$ cat src/rtl/seq_pattern_tx.sv
`default_nettype none
// ============================================================================
// Module   : seq_pattern_tx
// Purpose  : Serial frame transmitter feeding a "011" sequence detector.
//            Accepts a payload word over valid/ready and sends a frame:
//            sync pattern (MSB first), payload (MSB first), optional even
//            parity bit, then a fixed idle gap. Each bit is held for
//            CLKS_PER_BIT clocks.
// Ports    : clk        - clock, rising edge
//            rst        - synchronous, active-high reset
//            in_data    - payload word, captured on accept
//            in_valid   - producer has a word
//            in_ready   - block can accept (IDLE and not in reset)
//            outs       - registered serial line
//            busy       - high whenever a frame or gap is in progress
//            frame_done - one-cycle pulse when frame plus gap completes
// Config   : define SEQ_TX_PARITY_EN to append an even parity bit after
//            the payload.
// Revision : 1.0 - initial release
// ============================================================================
module seq_pattern_tx #(
  parameter int                    DATA_W       = 8,
  parameter int                    SYNC_LEN     = 3,
  parameter logic [SYNC_LEN-1:0]   SYNC_PAT     = 3'b011,
  parameter int                    CLKS_PER_BIT = 4,
  parameter int                    GAP_BITS     = 2,
  parameter logic                  IDLE_LVL     = 1'b1
) (
  input  logic              clk,
  input  logic              rst,
  input  logic [DATA_W-1:0] in_data,
  input  logic              in_valid,
  output logic              in_ready,
  output logic              outs,
  output logic              busy,
  output logic              frame_done
);

  // Bit counter covers the longest run of bits spent in one state.
  localparam int c_max_bits = (SYNC_LEN > DATA_W)
                              ? ((SYNC_LEN > GAP_BITS) ? SYNC_LEN : GAP_BITS)
                              : ((DATA_W   > GAP_BITS) ? DATA_W   : GAP_BITS);
  localparam int c_bit_w    = $clog2(c_max_bits + 1);
  localparam int c_cnt_w    = (CLKS_PER_BIT > 1) ? $clog2(CLKS_PER_BIT) : 1;

  localparam logic [c_cnt_w-1:0] c_cnt_last  = c_cnt_w'(CLKS_PER_BIT - 1);
  localparam logic [c_bit_w-1:0] c_sync_last = c_bit_w'(SYNC_LEN - 1);
  localparam logic [c_bit_w-1:0] c_data_last = c_bit_w'(DATA_W - 1);
  localparam logic [c_bit_w-1:0] c_gap_last  =
      (GAP_BITS > 0) ? c_bit_w'(GAP_BITS - 1) : '0;

  typedef enum logic [2:0] {
    S_IDLE   = 3'd0,
    S_SYNC   = 3'd1,
    S_DATA   = 3'd2,
    S_PARITY = 3'd3,
    S_GAP    = 3'd4
  } state_t;

  state_t               r_state;
  logic [c_cnt_w-1:0]   r_cnt;
  logic [c_bit_w-1:0]   r_bit;
  logic [SYNC_LEN-1:0]  r_sync;
  logic [DATA_W-1:0]    r_shift;
  logic                 r_outs;
  logic                 r_busy;
  logic                 r_done;
`ifdef SEQ_TX_PARITY_EN
  logic                 r_par;
`endif

  logic w_bit_end;
  logic w_last_payload;

  assign w_bit_end = (r_cnt == c_cnt_last);

  // Final bit-time of the payload section (parity bit when enabled).
`ifdef SEQ_TX_PARITY_EN
  assign w_last_payload = (r_state == S_PARITY) && w_bit_end;
`else
  assign w_last_payload = (r_state == S_DATA) && w_bit_end &&
                          (r_bit == c_data_last);
`endif

  always_ff @(posedge clk) begin
    if (rst) begin
      r_state <= S_IDLE;
      r_cnt   <= '0;
      r_bit   <= '0;
      r_sync  <= '0;
      r_shift <= '0;
      r_outs  <= IDLE_LVL;
      r_busy  <= 1'b0;
      r_done  <= 1'b0;
`ifdef SEQ_TX_PARITY_EN
      r_par   <= 1'b0;
`endif
    end else begin
      r_done <= 1'b0;

      // Bit-time counter runs in every non-idle state and wraps per bit.
      if (r_state == S_IDLE || w_bit_end) begin
        r_cnt <= '0;
      end else begin
        r_cnt <= r_cnt + 1'b1;
      end

      case (r_state)
        S_IDLE: begin
          if (in_valid) begin
            // First sync bit goes straight onto the line so it appears in
            // the cycle after accept; the remaining sync bits queue behind.
            r_state <= S_SYNC;
            r_busy  <= 1'b1;
            r_bit   <= '0;
            r_outs  <= SYNC_PAT[SYNC_LEN-1];
            r_sync  <= SYNC_PAT << 1;
            r_shift <= in_data;
`ifdef SEQ_TX_PARITY_EN
            r_par   <= ^in_data;
`endif
          end
        end

        S_SYNC: begin
          if (w_bit_end) begin
            if (r_bit == c_sync_last) begin
              r_state <= S_DATA;
              r_bit   <= '0;
              r_outs  <= r_shift[DATA_W-1];
              r_shift <= r_shift << 1;
            end else begin
              r_bit  <= r_bit + 1'b1;
              r_outs <= r_sync[SYNC_LEN-1];
              r_sync <= r_sync << 1;
            end
          end
        end

        S_DATA: begin
          if (w_bit_end) begin
            if (r_bit == c_data_last) begin
`ifdef SEQ_TX_PARITY_EN
              r_state <= S_PARITY;
              r_bit   <= '0;
              r_outs  <= r_par;
`endif
            end else begin
              r_bit   <= r_bit + 1'b1;
              r_outs  <= r_shift[DATA_W-1];
              r_shift <= r_shift << 1;
            end
          end
        end

`ifdef SEQ_TX_PARITY_EN
        S_PARITY: begin
          // Exit handled by the payload-end logic below.
        end
`endif

        S_GAP: begin
          if (w_bit_end) begin
            if (r_bit == c_gap_last) begin
              r_state <= S_IDLE;
              r_busy  <= 1'b0;
              r_done  <= 1'b1;
            end else begin
              r_bit <= r_bit + 1'b1;
            end
          end
        end

        default: begin
          r_state <= S_IDLE;
          r_busy  <= 1'b0;
          r_outs  <= IDLE_LVL;
        end
      endcase

      // Leaving the payload: into the gap, or straight home when there is
      // no gap so back-to-back frames keep their cadence.
      if (w_last_payload) begin
        r_outs <= IDLE_LVL;
        r_bit  <= '0;
        if (GAP_BITS > 0) begin
          r_state <= S_GAP;
        end else begin
          r_state <= S_IDLE;
          r_busy  <= 1'b0;
          r_done  <= 1'b1;
        end
      end
    end
  end

  assign in_ready   = (r_state == S_IDLE) && !rst;
  assign outs       = r_outs;
  assign busy       = r_busy;
  assign frame_done = r_done;

endmodule
`default_nettype wire

$ cat config.mk
export PLATFORM = sky130hd
export DESIGN_NAME = seq_pattern_tx
export DESIGN_NICKNAME = d
export VERILOG_FILES = /design/src/rtl/seq_pattern_tx.sv
export SDC_FILE = /design/constraint.sdc
export NUM_CORES = 1
export LEC_CHECK = 0
export CORE_UTILIZATION = 58
export DETAILED_ROUTE_END_ITERATION = 10
export GPL_TIMING_DRIVEN = 0
export HOLD_SLACK_MARGIN = 0.06
export PLACE_DENSITY = 0.9
export SLEW_MARGIN = 15
export SYNTH_ARGS = -nofsm -noshare
export SYNTH_HDL_FRONTEND = slang
export SYNTH_SLANG_ARGS = --single-unit
$ cat constraint.sdc
create_clock -name clk -period 3.6 [get_ports clk]
set_clock_uncertainty 0.05 [all_clocks]
set_input_delay 0.54 -clock clk [delete_from_list [all_inputs] [get_ports clk]]
set_output_delay 0.54 -clock clk [all_outputs]
set_load 0.05 [all_outputs]
==> qor.yml <==
grt_remaining_overflow: 0
arrival_ps: 2220
place_area_sq_um: 1410
core_area_sq_um: 1982
cts.sinks: 22
grt_use_total_pct: 26.92
antenna_found_initial: 0
power_leakage_nw: 0.5159
dp_hpwl_um: 2052
cts.repair.resized: 0
die-area_sq_um: 2338
p_per_area_nw_per_um2: 450.2
cap_violations: 0
start_util_pct: 62.88
n_antenna_cell: 0
worstSetupPathType: "flip-flop to output port"
slew_violations: 0
ff2ff_setup_slack_ps: 1320
grt_pass1_wl_um: 4899
setup_viol: 0
synthCells: 142
fmax_mhz: 356.4
hp-class: "flip-flop to flip-flop"
holdCritStartpoint: "r_cnt[0]"
vias: 1141
status: "completed"
fillCellCount: 135
min_path_cells: 1
synth_warnings: 0
min_period_ps: 2806
chipWidth_um: 48.36
io_buffers: 13
combPwrFrac_pct: 27.6
cp_slowest_cell: "clkdlybuf4s50_1"
critPathLaunch: "r_state[2]"
first_iter_violations: 83
ctsHoldBuffers: 0
cts_root_buf: "clkbuf_4"
rsz0062_at_grt: "false"
place_congestion: 0.9681
hold_viol: 0
synth_area_per_cell_sq_um: 8.776
start_kind: "flip-flop"
grt_pass1_vias: 1083
firstDrtPassIters: 4
worstHoldEndpoint: "r_cnt[0]"
synthDistinctLibCells: 47
clock_path_buffers: 2
crit_fanout: 10
cts-htree-levels: 1
num_rows: 16
layout_commonest_cell: "dfxtp_1"
fin_crit_sh_pct: 77.95
ys_seq_area_share_pct: 35.34
critPathCaptureType: "output port"
p_total_mw: 0.6584
areaGrowthSynthToFinish_pct: 17.37
die_h_um: 48.36
drive_above_1_share_pct: 11.32
cts_tree: "done"
finalWirelength_um: 2884
io_pins: 15
tritoncts.num_buffers: 3
clkLatencyLatePin_ps: 320
worst_slew_pin_slew_ps: 623.1
internal_power_mw: 0.4594
grt_max_degree: 14
r2r-start: "r_bit[0]"
synth_area_sq_um: 1246
fin_nets: 175
slew_headroom_pct: 58.10
path_cells: "buf_2 > buf_1 > nor4_1 > clkdlybuf4s50_1"
viasPerCell: 6.134
final_area_sq_um: 1463
reg2reg_to: "r_bit[1]"
setup_tns_ps: 0
clkTransAtPathRegs_ps: 130
critPathRequiredTime_ps: 3010
drc: 0
synth_nets: 157
p_sw_share_pct: 30.23
layout_common_cells: "dfxtp_1 (22), a21oi_1 (16), nor2_1 (15)"
p_seq_share_pct: 43.4
clkPwrFrac_pct: 29.0
slowest_delay_ps: 840
peakVddDrop_v: 0.0002832
p_sw_mw: 0.1990
wl_per_cell_um: 15.51
reg2reg_depth: 7
drtAntennaViolNets: 0
cts_setup_buffers: 0
ys_ff_latch: 22
[cell type report]
| type | count | area (sq um) | share of cell area (%) |
|---|---|---|---|
| inverter | 8 | 30.03 | 2.053 |
| clock buffer | 3 | 22.52 | 1.540 |
| multi-input combinational | 104 | 732.0 | 50.04 |
| timing repair buffer | 13 | 130.1 | 8.897 |
| tap | 27 | 33.78 | 2.310 |
| sequential | 22 | 440.4 | 30.11 |
| clock inverter | 1 | 30.03 | 2.053 |
| buffer | 8 | 43.79 | 2.994 |
[sequential cells by signal (all words and copies together), names as in the netlist]
signal / count
frame_done: 1
busy: 1
r_bit: 4
outs: 1
r_sync: 2
r_state: 3
r_cnt: 2
r_shift: 8
[cell usage after synthesis (all sizes together)]
| cell type | n | area, sq um |
|---|---|---|
| nand4 | 1 | 6.260 |
| ha | 4 | 50.05 |
| nor3b | 2 | 15.01 |
| xnor2 | 1 | 8.760 |
| o2111a | 1 | 11.26 |
| a211oi | 10 | 85.08 |
| nor4 | 3 | 33.78 |
| a41oi | 1 | 8.760 |
| nand2b | 2 | 12.51 |
| and2b | 1 | 10.01 |
| dfxtp | 22 | 440.4 |
| a21boi | 1 | 7.510 |
| nor4bb | 1 | 10.01 |
| o22ai | 1 | 6.260 |
| nand2 | 2 | 7.510 |
| nor4b | 1 | 8.760 |
| nand4b | 1 | 8.760 |
| nand3b | 1 | 7.510 |
| and2 | 2 | 15.02 |
| o211ai | 1 | 7.510 |
| nor3 | 6 | 46.30 |
| o31ai | 3 | 22.52 |
| mux2i | 8 | 80.08 |
| or3b | 2 | 17.52 |
| buf | 6 | 36.29 |
| nand3 | 6 | 30.03 |
| inv | 8 | 30.03 |
| a311oi | 1 | 8.760 |
| a31oi | 4 | 25.02 |
| a21o | 1 | 7.510 |
| o21ai | 1 | 5.000 |
| o311ai | 1 | 8.760 |
| and3 | 1 | 6.260 |
| clkbuf | 2 | 7.510 |
| nor2 | 17 | 73.82 |
| a21oi | 16 | 80.08 |
[critical path, delay by kind of cell (launching register included)]
family                 cells  cell delay [ps]
flip-flops                 1              320
buffers and inverters      3             1260
AND/OR/NAND/NOR            1              320
[how the worst max path moves through the flow]
| stage | to | slack (ps) | cells past startpoint |
|---|---|---|---|
| 3_3_place_gp | r_shift[4] | 1140 | 7 |
| 6_report | in_ready | 790 | 4 |
| 5_1_grt | in_ready | 710 | 4 |
| 3_5_place_dp | r_bit[1] | 1120 | 6 |
| 2_1_floorplan | in_ready | 790 | 3 |
| 4_1_cts | in_ready | 800 | 4 |
[routing by layer]
metal  vias to the layer above  wire length, um  GRT usage, %
met4                         0               35         8.824
met5                         -                0             0
met2                        57             1429         46.48
li1                        557                -             -
met1                       522             1236         33.93
met3                         5              183         4.717
[logic make-up (layout without fill, tap and decap cells)]
kind of cell | after synthesis | count (layout) | synth area share, %
multiplexers | 8 | 8 | 6.426
adder cells (fa/ha/maj) | 4 | 4 | 4.016
XOR/XNOR | 1 | 1 | 0.7029
flip-flops | 22 | 22 | 35.34
buffers and inverters | 16 | 33 | 5.924
AO/OA/AOI/OAI | 42 | 42 | 22.79
AND/OR/NAND/NOR | 49 | 49 | 24.80
[power by group through the flow]
| stage | combinational (mW) | sequential [mW] | clock (mW) |
|---|---|---|---|
| 2_1_floorplan | 0.122 | 0.300 | 0 |
| 3_3_place_gp | 0.171 | 0.290 | 0 |
| 3_5_place_dp | 0.178 | 0.291 | 0 |
| 4_1_cts | 0.180 | 0.286 | 0.196 |
| 5_1_grt | 0.198 | 0.289 | 0.204 |
| 6_report | 0.182 | 0.286 | 0.191 |
[metrics by stage]
step                      setup WS [ps]  utilization (%)  std cells  hold slack, ps
final                             793.9            73.80        186           393.4
after global routing              709.9            73.80        186           435.1
after CTS                         799.2            73.80        186           401.5
after detailed placement           1117            71.15        182           383.2
after global placement             1137            71.15        182           366.2
after floorplan                   792.2                -        142           358.0
(Power assumes the default switching activity.)
